**config.mk**
```make
export PLATFORM = sky130hd
export DESIGN_NAME = uart_tx_gen2
export DESIGN_NICKNAME = d
export VERILOG_FILES = /design/src/rtl/uart_pkg.sv /design/src/rtl/uart_tx_fifo.sv /design/src/rtl/uart_tx_gen2.sv
export SDC_FILE = /design/constraint.sdc
export NUM_CORES = 1
export LEC_CHECK = 0
export CORE_MARGIN = 8
export CORE_UTILIZATION = 61
export DETAILED_ROUTE_END_ITERATION = 8
export PLACE_DENSITY = 0.85
export SLEW_MARGIN = 20
export SYNTH_ARGS = -nofsm -noshare
export SYNTH_HDL_FRONTEND = slang
export SYNTH_SLANG_ARGS = --single-unit
```
**constraint.sdc**
```tcl
create_clock -name clk -period 9.4 [get_ports clk]
set_input_delay 2.35 -clock clk [delete_from_list [all_inputs] [get_ports clk]]
set_output_delay 2.35 -clock clk [all_outputs]
set_load 0.01 [all_outputs]
```
**src/rtl/uart_pkg.sv**
```systemverilog
// Shared types and legal-value limits for the uart_tx_gen2 transmitter.
// The PARITY state exists only when UART_TX_PARITY_EN is defined.
package uart_pkg;

  localparam int DATA_BITS_MIN = 5;
  localparam int DATA_BITS_MAX = 9;
  localparam int STOP_BITS_MIN = 1;
  localparam int STOP_BITS_MAX = 2;

  typedef enum logic [2:0] {
    IDLE   = 3'd0,
    START  = 3'd1,
    DATA   = 3'd2,
`ifdef UART_TX_PARITY_EN
    PARITY = 3'd3,
`endif
    STOP   = 3'd4
  } tx_state_e;

  // Even parity over the (zero-extended) character, flipped for odd sense.
  function automatic logic parity_of(input logic [DATA_BITS_MAX-1:0] data, input logic odd);
    return (^data) ^ odd;
  endfunction

endpackage

```
**src/rtl/uart_tx_fifo.sv**
```systemverilog
// Character FIFO for the UART transmitter; first-word fall-through read port.
module uart_tx_fifo #(
  parameter int WIDTH = 8,
  parameter int DEPTH = 16
) (
  input  logic                     clk,
  input  logic                     reset,
  input  logic                     push,
  input  logic [WIDTH-1:0]         wdata,
  input  logic                     pop,
  output logic [WIDTH-1:0]         rdata,
  output logic                     full,
  output logic                     empty,
  output logic [$clog2(DEPTH):0]   count
);
  localparam int AW = $clog2(DEPTH);

  logic [WIDTH-1:0] mem_q [DEPTH];
  logic [AW-1:0]    wr_ptr_q;
  logic [AW-1:0]    rd_ptr_q;
  logic [AW:0]      count_q;
  logic [AW:0]      count_d;
  logic             do_push;
  logic             do_pop;

  assign full    = (count_q == (AW+1)'(DEPTH));
  assign empty   = (count_q == {(AW+1){1'b0}});
  assign do_push = push && !full;
  assign do_pop  = pop && !empty;
  assign rdata   = mem_q[rd_ptr_q];
  assign count   = count_q;

  always_comb begin
    count_d = count_q;
    case ({do_push, do_pop})
      2'b10:   count_d = count_q + (AW+1)'(1'b1);
      2'b01:   count_d = count_q - (AW+1)'(1'b1);
      default: count_d = count_q;
    endcase
  end

  // Pointers are AW bits wide, so DEPTH being a power of two makes them wrap.
  always_ff @(posedge clk or posedge reset) begin
    if (reset) begin
      wr_ptr_q <= '0;
      rd_ptr_q <= '0;
      count_q  <= '0;
    end else begin
      if (do_push) wr_ptr_q <= wr_ptr_q + AW'(1'b1);
      if (do_pop)  rd_ptr_q <= rd_ptr_q + AW'(1'b1);
      count_q <= count_d;
    end
  end

  always_ff @(posedge clk) begin
    if (do_push) mem_q[wr_ptr_q] <= wdata;
  end

endmodule

```
**src/rtl/uart_tx_gen2.sv**
```systemverilog
// FIFO-fed UART transmitter, LSB first, 1 or 2 stop bits.
// Define UART_TX_PARITY_EN to insert a parity bit (sense set by PARITY_ODD).
module uart_tx_gen2
  import uart_pkg::*;
#(
  parameter int CLOCK_FREQ = 50000000,
  parameter int BAUD_RATE  = 115200,
  parameter int DATA_BITS  = 8,
  parameter int STOP_BITS  = 1,
  parameter int FIFO_DEPTH = 16,
  parameter int PARITY_ODD = 0
) (
  input  logic                          clk,
  input  logic                          reset,
  input  logic                          s_valid,
  input  logic [DATA_BITS-1:0]          s_data,
  output logic                          s_ready,
  output logic                          tx,
  output logic                          busy,
  output logic [$clog2(FIFO_DEPTH):0]   fifo_count
);
  localparam int CLKS_PER_BIT = CLOCK_FREQ / BAUD_RATE;
  localparam int STOP_CYCLES  = STOP_BITS * CLKS_PER_BIT;
  localparam int CW           = $clog2(STOP_CYCLES);
  localparam int BW           = $clog2(DATA_BITS);

  if (CLKS_PER_BIT < 2) begin : g_chk_baud
    $error("CLOCK_FREQ / BAUD_RATE must be at least 2");
  end
  if (DATA_BITS < DATA_BITS_MIN || DATA_BITS > DATA_BITS_MAX) begin : g_chk_data
    $error("DATA_BITS out of range");
  end
  if (STOP_BITS < STOP_BITS_MIN || STOP_BITS > STOP_BITS_MAX) begin : g_chk_stop
    $error("STOP_BITS must be 1 or 2");
  end
  if (FIFO_DEPTH < 2 || (FIFO_DEPTH & (FIFO_DEPTH - 1)) != 0) begin : g_chk_depth
    $error("FIFO_DEPTH must be a power of two >= 2");
  end
  if (PARITY_ODD < 0 || PARITY_ODD > 1) begin : g_chk_parity
    $error("PARITY_ODD must be 0 or 1");
  end

  tx_state_e            state_q;
  logic [CW-1:0]        cnt_q;
  logic [BW-1:0]        bit_q;
  logic [DATA_BITS-1:0] shift_q;
  logic                 tx_q;
  logic [DATA_BITS-1:0] fifo_rdata;
  logic                 fifo_full;
  logic                 fifo_empty;
  logic                 fifo_pop;
  logic                 bit_done;
  logic                 stop_done;
`ifdef UART_TX_PARITY_EN
  logic                 parity_q;
`endif

  uart_tx_fifo #(
    .WIDTH (DATA_BITS),
    .DEPTH (FIFO_DEPTH)
  ) u_fifo (
    .clk   (clk),
    .reset (reset),
    .push  (s_valid),
    .wdata (s_data),
    .pop   (fifo_pop),
    .rdata (fifo_rdata),
    .full  (fifo_full),
    .empty (fifo_empty),
    .count (fifo_count)
  );

  assign bit_done  = (cnt_q == CW'(CLKS_PER_BIT - 1));
  assign stop_done = (cnt_q == CW'(STOP_CYCLES - 1));
  assign s_ready   = !fifo_full;
  assign tx        = tx_q;
  assign busy      = (state_q != IDLE) || !fifo_empty;

  // A character leaves the FIFO when idle, or on the last stop cycle for back-to-back frames.
  always_comb begin
    fifo_pop = 1'b0;
    if (!fifo_empty) begin
      case (state_q)
        IDLE:    fifo_pop = 1'b1;
        STOP:    fifo_pop = stop_done;
        default: fifo_pop = 1'b0;
      endcase
    end else begin
      fifo_pop = 1'b0;
    end
  end

  always_ff @(posedge clk or posedge reset) begin
    if (reset) begin
      state_q  <= IDLE;
      cnt_q    <= '0;
      bit_q    <= '0;
      shift_q  <= '0;
      tx_q     <= 1'b1;
`ifdef UART_TX_PARITY_EN
      parity_q <= 1'b0;
`endif
    end else begin
      case (state_q)
        IDLE: begin
          cnt_q <= '0;
          tx_q  <= 1'b1;
          if (fifo_pop) begin
            state_q  <= START;
            shift_q  <= fifo_rdata;
            tx_q     <= 1'b0;
`ifdef UART_TX_PARITY_EN
            parity_q <= parity_of(DATA_BITS_MAX'(fifo_rdata), PARITY_ODD != 0);
`endif
          end
        end
        START: begin
          if (bit_done) begin
            state_q <= DATA;
            cnt_q   <= '0;
            bit_q   <= '0;
            tx_q    <= shift_q[0];
          end else begin
            cnt_q <= cnt_q + CW'(1'b1);
          end
        end
        DATA: begin
          if (bit_done) begin
            cnt_q <= '0;
            if (bit_q == BW'(DATA_BITS - 1)) begin
`ifdef UART_TX_PARITY_EN
              state_q <= PARITY;
              tx_q    <= parity_q;
`else
              state_q <= STOP;
              tx_q    <= 1'b1;
`endif
            end else begin
              bit_q   <= bit_q + BW'(1'b1);
              shift_q <= {1'b0, shift_q[DATA_BITS-1:1]};
              tx_q    <= shift_q[1];
            end
          end else begin
            cnt_q <= cnt_q + CW'(1'b1);
          end
        end
`ifdef UART_TX_PARITY_EN
        PARITY: begin
          if (bit_done) begin
            state_q <= STOP;
            cnt_q   <= '0;
            tx_q    <= 1'b1;
          end else begin
            cnt_q <= cnt_q + CW'(1'b1);
          end
        end
`endif
        STOP: begin
          if (stop_done) begin
            cnt_q <= '0;
            if (fifo_pop) begin
              state_q  <= START;
              shift_q  <= fifo_rdata;
              tx_q     <= 1'b0;
`ifdef UART_TX_PARITY_EN
              parity_q <= parity_of(DATA_BITS_MAX'(fifo_rdata), PARITY_ODD != 0);
`endif
            end else begin
              state_q <= IDLE;
              tx_q    <= 1'b1;
            end
          end else begin
            cnt_q <= cnt_q + CW'(1'b1);
          end
        end
        default: begin
          state_q <= IDLE;
          cnt_q   <= '0;
          tx_q    <= 1'b1;
        end
      endcase
    end
  end

endmodule

```
==> impl_results.md <==
- Status: completed
- Worst Hold Launch: bit_q[2]
- Hold endpoint: bit_q[2]
- Netlist cell types: 54
- Drt pass-1 iters: 4
- Commonest cells in the netlist: edfxtp_1, nor2_1, dfrtp_1
- HP Class: reg -> reg
- Root Buffer: clkbuf_16
- Clk pwr share: 29.7%
- Post-route DRC: 0
- Initial Utilization: 61.6%
- R2R Path Start: u_fifo.count[1]
- Finished layout cell area: 0.00786 mm²
- Crit Path Category: reg -> out
- Post_cts resized: 0
- Number of buffers added on ports: 18
- Multi-input logic area: 0.00199 mm²
- First-pass GRT wire length: 21400 µm
- Comb pwr share: 30.0%
- Sequential-to-total area share from yosys stat: 69.0%
- Synth area leaders: edfxtp_1, dfrtp_1, mux4_2
- Area leader, netlist: edfxtp_1
- Final Worst Setup Slack: 4600 ps
- Setup TNS: 0 ps
- # nets final: 470
- Worst Path Max Fanout: 9
- Synthesized area per cell: 16.4 µm²
- Fin. max-slew vios: 0
- Worst slew pin tran: 957 ps
- CTS buffer count: 17
- # setup viols final: 0
- Htree depth: 4
- Worst Skew: 15.3 ps
- Synth Flop Type: edfxtp_1
- Vias: 3809
- WL final: 13500 µm
- Leakage: 0.00274 µW
- R2R cell count: 11
- Yosys warns: 0
- Post-synth EDFFs: 128
- Reg-to-reg endpoint: u_fifo.count[4]
- Minimum clock period after layout: 4800 ps
- RSZ-0062 raised after global routing: false
- Core box area: 0.0112 mm²
- Register share of total power: 40.3%
- Initial antenna violation count: 0
- Reg2Reg Setup Slack: 6210 ps
- # rows: 39
- Max clock buf depth: 2
- Element type at the critical path end: output port
- Per-cell routed wire length: 22.4 µm
- Die area: 0.0150 mm²
- Global-route usage over all layers: 19.4%
- Hold depth: 2
- Area share of the largest cell type after synthesis: 55.6%
- Period utilization: 51.1%
- Mapped Cells: 422
- Hold Vio Cnt, Final: 0
- Worst Setup Start Kind: flop
- Postcts setup bufs: 0
- Fmax: 0.208 GHz
- Die height: 122 µm
- Sw power: 787 µW
- Largest net degree at the start of global routing: 38
- Fillers: 703
- Die Span X: 122 µm
- Clock-pin slew on the worst setup and hold paths: 60 ps
- DP Wirelength: 8230 µm
- Worst slack, placed: 4370 ps
- Peak supply drop: 193 µV
- Sw frac: 31.4%
- Internal: 1720 µW
- DRT iter0 DRCs: 380
- Reg area: 0.00477 mm²
- Fraction of layout cells with a size suffix above 1: 18.3%
- Cell with the most instances after synthesis: edfxtp_1
- Req. time, crit path: 7050 ps
- Skew-Pair Late Insertion Delay: 430 ps
- Worst path arrival time: 2450 ps
- Num Clock Sinks: 165
- Syn Std Cell Area: 0.00692 mm²
- # IOs: 19
- Routed Antenna Nets: 0
- Vias/cell: 6.33
- Grt total ovfl: 0
- Net Count, Synth: 446
- Power Total: 2510 µW
- Max-cap violations: 0
- Placed Area: 0.00721 mm²
- Gpl congestion: 0.794
- Syn-to-layout area delta: 13.6%
- Synthesized flop and latch total: 165
- Max_slew headroom: 35.9%
- Number of diodes: 0
- P per Cell Area: 319 mW/mm²
- Post-synthesis async set-or-reset flop share: 22.4%
- Vias in the first global route: 3878
- CTS tree: built
- Hold buffers post-CTS: 0
[state kept, by name, indices dropped and copies added, names as in the netlist]
register / count
u_fifo.rd_ptr_q: 4
shift_q: 8
state_q: 3
u_fifo.mem_q: 128
bit_q: 3
u_fifo.count: 5
cnt_q: 9
tx: 1
u_fifo.wr_ptr_q: 4
[how the worst max path moves through the flow]
stage                          startpoint              end  depth (start not counted)
after CTS                 u_fifo.count[1]             busy                          3
after floorplan                   s_valid  u_fifo.count[4]                         11
after detailed placement          s_valid  u_fifo.count[4]                         11
after global placement            s_valid  u_fifo.count[4]                         11
final                     u_fifo.count[1]             busy                          3
after global routing      u_fifo.count[1]             busy                          3
[critical path, cell delays in order (launching register included)]
cell,delay [ps]
dfrtp_1,480
or4_4,570
or4b_1,490
clkdlybuf4s50_1,490
[per-layer routing]
layer	vias up	GRT usage, %	part of all wire (%)
met5	-	0	0
met4	0	9.14	3.1
met3	35	4.28	5.6
met2	166	32.0	51
met1	1938	24.1	40
li1	1670	-	-
[through the flow]
| step | instances | utilization (%) | hold WS [ps] |
|---|---|---|---|
| floorplan | 422 | - | 450 |
| global placement | 570 | 64.3 | 468 |
| detailed placement | 570 | 64.3 | 490 |
| CTS | 602 | 70.0 | 497 |
| global route | 602 | 70.0 | 516 |
| finish | 602 | 70.0 | 494 |
[cell families after synthesis]
| family | Yosys count | share of synthesized area (%) |
|---|---|---|
| simple gates | 98 | 6.95 |
| mux | 37 | 11.0 |
| fa+ha+maj | 13 | 2.35 |
| compound gates | 60 | 6.02 |
| flops | 165 | 69.0 |
| buf+inv | 30 | 2.30 |
| xor+xnor | 19 | 2.41 |
[power by group through the flow]
stage / clock network, µW / logic [µW] / registers, µW
after floorplan: 0 / 597 / 971
after global placement: 0 / 708 / 1010
after detailed placement: 0 / 732 / 1020
after CTS: 750 / 755 / 1010
after global routing: 775 / 821 / 1020
final: 743 / 752 / 1010
[layout by cell type (no fill, tap or decap), drive strengths merged, types with 3 or more instances in the layout]
cell / instances
edfxtp: 128
nor2: 37
dfrtp: 36
mux4: 31
nand2: 26
a21oi: 20
clkbuf: 20
clkdlybuf4s50: 18
xnor2: 14
a22oi: 14
ha: 13
inv: 10
o21ai: 10
buf: 8
nor3: 6
xor2: 5
nand4: 5
nor2b: 4
nand2b: 4
mux2i: 4
nand3: 4
bufinv: 4
clkinv: 4
o21a: 3
clkinvlp: 3
[layout make-up]
type / instances / share of cell area, %
sequential: 165 / 60.7
multi-input combinational: 227 / 25.4
clock buffer: 20 / 5.94
timing repair buffer: 26 / 3.06
tap: 143 / 2.28
clock inverter: 12 / 2.23
inverter: 9 / 0.430
(Power assumes the default switching activity.)
